--- src/rtl/crc_chk_s.sv ---
// Serial CRC checker: shifts {data, received crc} MSB-first through a Galois LFSR,
// one bit per clock, and reports pass when the final residue is zero.
module crc_chk_s #(
  parameter int            DW   = 8,
  parameter int            CW   = 8,
  parameter logic [CW-1:0] POLY = CW'(8'h07),
  parameter logic [CW-1:0] INIT = '0
) (
  input  logic          clk,
  input  logic          rst_b,
  input  logic [DW-1:0] din,
  input  logic [CW-1:0] crc_in,
  input  logic          req,
  output logic          ready,
  output logic          valid,
  output logic          crc_ok,
  output logic [CW-1:0] residue
);

  localparam int N    = DW + CW;
  localparam int CNTW = $clog2(N + 1);

  typedef enum logic [1:0] {IDLE, CALC, DONE} state_t;

  state_t          state_reg, state_next;
  logic [CW-1:0]   lfsr_reg, lfsr_next;
  logic [N-1:0]    shift_reg, shift_next;
  logic [CNTW-1:0] cnt_reg, cnt_next;
  logic            ok_reg, ok_next;
  logic [CW-1:0]   residue_reg, residue_next;

  logic            fb;
  logic [CW-1:0]   lfsr_step;

  assign fb = lfsr_reg[CW-1] ^ shift_reg[N-1];

  // One Galois step: shift left, fold the polynomial in wherever the feedback bit is set.
  generate
    for (genvar gi = 0; gi < CW; gi++) begin : g_step
      if (gi == 0) begin : g_lsb
        assign lfsr_step[gi] = fb & POLY[gi];
      end else begin : g_upper
        assign lfsr_step[gi] = lfsr_reg[gi-1] ^ (fb & POLY[gi]);
      end
    end
  endgenerate

  always_ff @(posedge clk or negedge rst_b) begin
    if (!rst_b) begin
      state_reg   <= IDLE;
      lfsr_reg    <= '0;
      shift_reg   <= '0;
      cnt_reg     <= '0;
      ok_reg      <= 1'b0;
      residue_reg <= '0;
    end else begin
      state_reg   <= state_next;
      lfsr_reg    <= lfsr_next;
      shift_reg   <= shift_next;
      cnt_reg     <= cnt_next;
      ok_reg      <= ok_next;
      residue_reg <= residue_next;
    end
  end

  always_comb begin
    state_next   = state_reg;
    lfsr_next    = lfsr_reg;
    shift_next   = shift_reg;
    cnt_next     = cnt_reg;
    ok_next      = ok_reg;
    residue_next = residue_reg;
    case (state_reg)
      IDLE: begin
        if (req) begin
          state_next = CALC;
          lfsr_next  = INIT;
          shift_next = {din, crc_in};
          cnt_next   = CNTW'(N);
        end
      end
      CALC: begin
        lfsr_next  = lfsr_step;
        shift_next = shift_reg << 1;
        if (cnt_reg != '0) begin
          cnt_next = cnt_reg - CNTW'(1);
        end
        // The last shift lands in the same edge that enters DONE, so capture its result now.
        if (cnt_reg <= CNTW'(1)) begin
          state_next   = DONE;
          ok_next      = (lfsr_step == '0);
          residue_next = lfsr_step;
        end
      end
      DONE: begin
        state_next = IDLE;
      end
      default: begin
        state_next = IDLE;
      end
    endcase
  end

  assign ready   = (state_reg == IDLE);
  assign valid   = (state_reg == DONE);
  assign crc_ok  = ok_reg;
  assign residue = residue_reg;

endmodule

--- config.mk ---
export PLATFORM = sky130hd
export DESIGN_NAME = crc_chk_s
export DESIGN_NICKNAME = d
export VERILOG_FILES = /design/src/rtl/crc_chk_s.sv
export SDC_FILE = /design/constraint.sdc
export NUM_CORES = 1
export LEC_CHECK = 0
export ABC_AREA = 1
export CAP_MARGIN = 20
export CORE_MARGIN = 2
export CORE_UTILIZATION = 40
export CTS_CLUSTER_DIAMETER = 80
export CTS_CLUSTER_SIZE = 16
export DETAILED_ROUTE_END_ITERATION = 6
export DONT_BUFFER_PORTS = 1
export GPL_TIMING_DRIVEN = 0
export PLACE_DENSITY = 0.5
export SLEW_MARGIN = 20
export SYNTH_ARGS = -nofsm -noshare
export SYNTH_HDL_FRONTEND = slang
export SYNTH_SLANG_ARGS = --single-unit
export TNS_END_PERCENT = 5
--- constraint.sdc ---
create_clock -name clk -period 1.5 [get_ports clk]
set_input_delay 0.45 -clock clk [delete_from_list [all_inputs] [get_ports clk]]
set_output_delay 0.45 -clock clk [all_outputs]
set_load 0.05 [all_outputs]
After elaboration in Yosys (flattened, before gate mapping) --
Index checks and enable logic that the tools add are counted.
Word-level totals: output and inout bits 11, bits in registers 40, word-level logic and storage cells 34
Operators by class: $add $sub $neg 1, bitwise logic cells 3, muxes and demuxes 10, equal/unequal tests 5, reductions and logical operators 8, magnitude comparators 1
Operators with widths (number):
- 16-bit case mux with 2 select lines | 1
- 16-bit two-way mux | 1
- 8-bit case mux with 2 select lines | 1
- 5-bit two-way mux | 2
- 5-bit case mux with 2 select lines | 1
- 8-bit zero test | 1
- 8-bit two-way mux | 1
- 2-bit != test (second input constant) | 3
- 2-bit AND reduction | 3
- 5-bit by 1-bit less-or-equal comparator with 1-bit output (second input constant) | 1
- 5-bit nonzero test | 1
- 5-bit by 1-bit subtractor with 5-bit output (second input constant) | 1
- 2-bit two-way mux | 2
- 2-bit case mux with 2 select lines | 1
- 3-bit AND reduction | 1
- 1-bit XOR | 3
- 2-bit by 1-bit equality test with 1-bit output (second input constant) | 1
- 2-bit equality test (second input constant) | 1
- 2-bit zero test | 1
- 2-bit nonzero test | 1

Longest topological paths before layout --
depth after elaboration 3, depth in mapped cells 9, gate-level depth less buffers 9

Worst setup path before layout --
No wires, ideal clock.
path type reg2reg, from reg state_reg[0], to reg cnt_reg[4], path slack -0.064 ns, arrival 1.447 ns, required time 1.383 ns, library setup time 0.117 ns, cell stages (with the launch flop) 8, cell sequence dfrtp_1 > nor2_2 > nand2_4 > nand2_4 > buf_12 > nand2_2 > nand2_1 > nand2_1
Between the ends: longest elaborated chain between the ends 3, elaborated cells on any way between the ends 7, classes of those cells eq/ne (3); mux (1); reduce/logical (3)
RTL lines:
- start, declared | line 25 | state_t state_reg, state_next;
- start signal, assigned | line 57 | state_reg <= state_next;
- 2-bit zero test *
- net ready | line 14 | output logic ready,
- 2-bit != test (no line) or 2-bit nonzero test (tied branches)
- 3-bit AND reduction (no line)
- end signal, assigned | line 60 | cnt_reg <= cnt_next;
- end, declared | line 28 | logic [CNTW-1:0] cnt_reg, cnt_next;
The timed path passes the listed nets; every way through them passes the cells marked *. A chain may end at the register's enable or synchronous reset.

Worst setup path in the final report --
from reg state_reg[1], to out ready
Between the ends: longest elaborated chain between the ends 1
RTL lines:
- 2-bit zero test | line 104 | assign ready = (state_reg == IDLE);
- end, declared | line 14
No other way between the ends.

==> results_dict.tcl <==
set metrics [dict create \
    critPathArrivalTime_ns 1.06 \
    netlist_instances 206 \
    finClkSkew_ns 0.00567 \
    syn_area_sq_mm 0.00192 \
    drv_cap 0 \
    final_core_util_pct 46.4 \
    dp.cells 260 \
    worstPathMaxFanout 2 \
    clock-sinks 40 \
    violations "setup timing" \
    setup_viol 1 \
    antenna_cells 0 \
    core-area_sq_mm 0.00466 \
    die_x_microns 73.3 \
    final_layout_size_suffix_gt1_share_pct 22.9 \
    cts_tree "yes" \
    ios 30 \
    grt_max_degree 41 \
    design_area_sq_mm 0.00216 \
    port_buffers 0 \
    clock_latency_ns 0.29 \
    r2r_start "state_reg[1]$_DFFE_PN0P_" \
    antenna_found_initial 0 \
    hold_viol_final 0 \
    track_usage_pct 15.6 \
    synth_nets 228 \
    layout_setup_ws_ns -0.0121 \
    post-route-period-util_pct 101 \
    vias_per_cell 5.10 \
    root_buffer "clkbuf_8" \
    vdd_drop_max_v 0.000817 \
    wl_per_cell_microns 13.6 \
    synth-seq-cells 40 \
    cp_slowest_cell "dfrtp_1" \
    synth.avg_cell_area_sq_um 9.32 \
    fin_nets 239 \
    grt_pass1_wl_microns 6410 \
    cp-start-kind "flop" \
    seq_area_frac_synth_pct 52.2 \
    fill_cells 449 \
    status "complete, but fails checks" \
    ant_nets 0 \
    clk_pin_slew_ns 0.08 \
    place_area_sq_mm 0.00199 \
    largest_reg_flops 16 \
    synth_warnings 0 \
    cp.depth 1 \
    hpwlAfterDp_microns 2700 \
    endpoint_kind "primary output" \
    instances_no_fill 272 \
    htreeDepth 2 \
    hold_path.class "in2reg" \
    max-slew-margin-rel_pct 67.2 \
    dieArea_sq_mm 0.00537 \
    path_buf_inv 0 \
    slowest_delay_ns 0.42 \
    rows 25 \
    tightest_slew_ns 0.493 \
    gr-total-overflow 0 \
    required_ns 1.05 \
    dr.pass1.iters 4 \
    final.setup.tns_ns -0.0121 \
    rsz0062_at_grt "true" \
    crit_chain "nor2_4" \
    p_per_area_mw_per_mm2 2710 \
    grt_pass1_vias 1459 \
    wirelength_microns 3700 \
    routabilityCongestion 0.773 \
    worst-r2r-setup-slack_ns 0.07 \
    reg2reg_depth 6 \
    drt_iter0_drc 54 \
    fmax_ghz 0.661 \
    die_h_microns 73.3 \
    syn_to_final_growth_pct 12.6 \
    slew_viol_final 0 \
    whs_endpoint "shift_reg[0]$_DFFE_PN0P_" \
    cts_buffers 5 \
    vias 1387 \
    initial_core_util_pct 41.2 \
    ys_types 27 \
    period_minus_slack_ns 1.51 \
    drc_errors 0 \
    critical_path_class "reg2out" \
    hp-start "crc_in[0]" \
    r2r_end "shift_reg[7]$_DFFE_PN0P_" \
    cpLargestDelayFamily "flip-flops" \
    holdPathStages 2 \
    clockBufferDepth 2 \
    static-leakage-power_uw 0.00102 \
]
==> layout make-up <==
type	count	area (sq um)	share of cell area (%)
tap	54	67.6	3.13
clock inverter	3	42.5	1.97
inverter	25	98.8	4.57
buffer	7	71.3	3.30
multi-input combinational	134	764	35.4
sequential	40	1000	46.4
timing repair buffer	4	45.0	2.08
clock buffer	5	68.8	3.18
==> synthesized netlist by cell type, drive strengths merged <==
| library cell | n | share of area (%) |
|---|---|---|
| o22ai | 7 | 2.3 |
| clkinv | 1 | 0.46 |
| nand3b | 1 | 0.39 |
| a31oi | 1 | 0.33 |
| o211ai | 10 | 4.7 |
| xor2 | 1 | 0.46 |
| nand3 | 11 | 3.5 |
| nand2 | 67 | 15 |
| ha | 3 | 2.0 |
| inv | 24 | 4.7 |
| buf | 6 | 3.5 |
| nor2 | 10 | 2.3 |
| o21ai | 22 | 7.7 |
| or2 | 1 | 0.33 |
| clkbuf | 1 | 0.20 |
| dfrtp | 40 | 52 |
==> kinds of logic (layout without fill, tap and decap cells) <==
kind of cell | Yosys count | count (layout) | synth area share, %
and+or+nand+nor | 90 | 90 | 21.6
AOI/OAI and AO/OA | 40 | 40 | 15.0
DFF | 40 | 40 | 52.2
buffers and inverters | 32 | 44 | 8.80
adders and majority gates | 3 | 3 | 1.96
xor gates and xnor gates | 1 | 1 | 0.456
==> where the power goes <==
part           internal [uW]  switching, uW
clock                    492            375
combinational           1040           1710
sequential              1600            655
total                   3120           2740
==> layout by cell type, fill, tap and decap left out, types with 2 or more instances in the layout <==
| cell type | netlist | layout |
|---|---|---|
| buf_4 | 1 | 3 |
| o211ai_1 | 7 | 7 |
| dfrtp_1 | 40 | 39 |
| o22ai_1 | 7 | 7 |
| buf_12 | 1 | 2 |
| nand2_4 | 4 | 4 |
| nand3_1 | 10 | 10 |
| inv_2 | 2 | 3 |
| ha_1 | 3 | 3 |
| o21ai_2 | 10 | 10 |
| buf_6 | 3 | 3 |
| nand2_1 | 60 | 60 |
| o21ai_1 | 5 | 5 |
| inv_1 | 22 | 21 |
| o21ai_0 | 7 | 7 |
| nor2_2 | 3 | 3 |
| nor2_4 | 0 | 2 |
| nor2_1 | 7 | 5 |
| o211ai_2 | 3 | 3 |
| clkbuf_8 | 0 | 5 |
| nand2_2 | 3 | 3 |
==> what timing repair did <==
action                                  4_1_cts  5_1_grt
pin swaps                                     2        1
buffers inserted                              2        0
endpoints found under the setup margin       32       14
hold buffers                                  2        0
resized for setup                             5        3
hold endpoints to repair                     40        0
gates cloned                                  0        0
==> worst reg2reg max path: stages (launching register included) <==
cell	delay [ns]
dfrtp_1	0.42
nor2_4	0.35
nand2_4	0.12
nand2_4	0.14
inv_2	0.11
nand2_1	0.07
o211ai_1	0.09
==> metrics by stage <==
step                      total power, uW  worst slack [ns]  hold WS, ns
after detailed placement             4950            -0.190        0.156
after floorplan                      4400           -0.0642        0.154
final                                5860           -0.0121        0.286
after global routing                 6390           -0.0556        0.283
after global placement               4850            -0.161        0.156
after CTS                            5950           -0.0269        0.280
==> how the worst max path moves through the flow <==
stage                                endpoint                      from
finish                                  ready  state_reg[1]$_DFFE_PN0P_
global placement       cnt_reg[4]$_DFFE_PN0P_  state_reg[0]$_DFFE_PN0P_
global route                            ready  state_reg[1]$_DFFE_PN0P_
CTS                                     valid  state_reg[1]$_DFFE_PN0P_
floorplan              cnt_reg[4]$_DFFE_PN0P_  state_reg[0]$_DFFE_PN0P_
detailed placement  shift_reg[10]$_DFFE_PN0P_  state_reg[0]$_DFFE_PN0P_
==> per-layer routing <==
metal / vias up / track usage (%) / routed length, microns
met4: 0 / 5.56 / 37
met3: 4 / 4.66 / 165
met1: 657 / 19.5 / 1750
met2: 37 / 25.4 / 1750
met5: - / 0 / 0
li1: 689 / - / -
(Power assumes the default switching activity.)
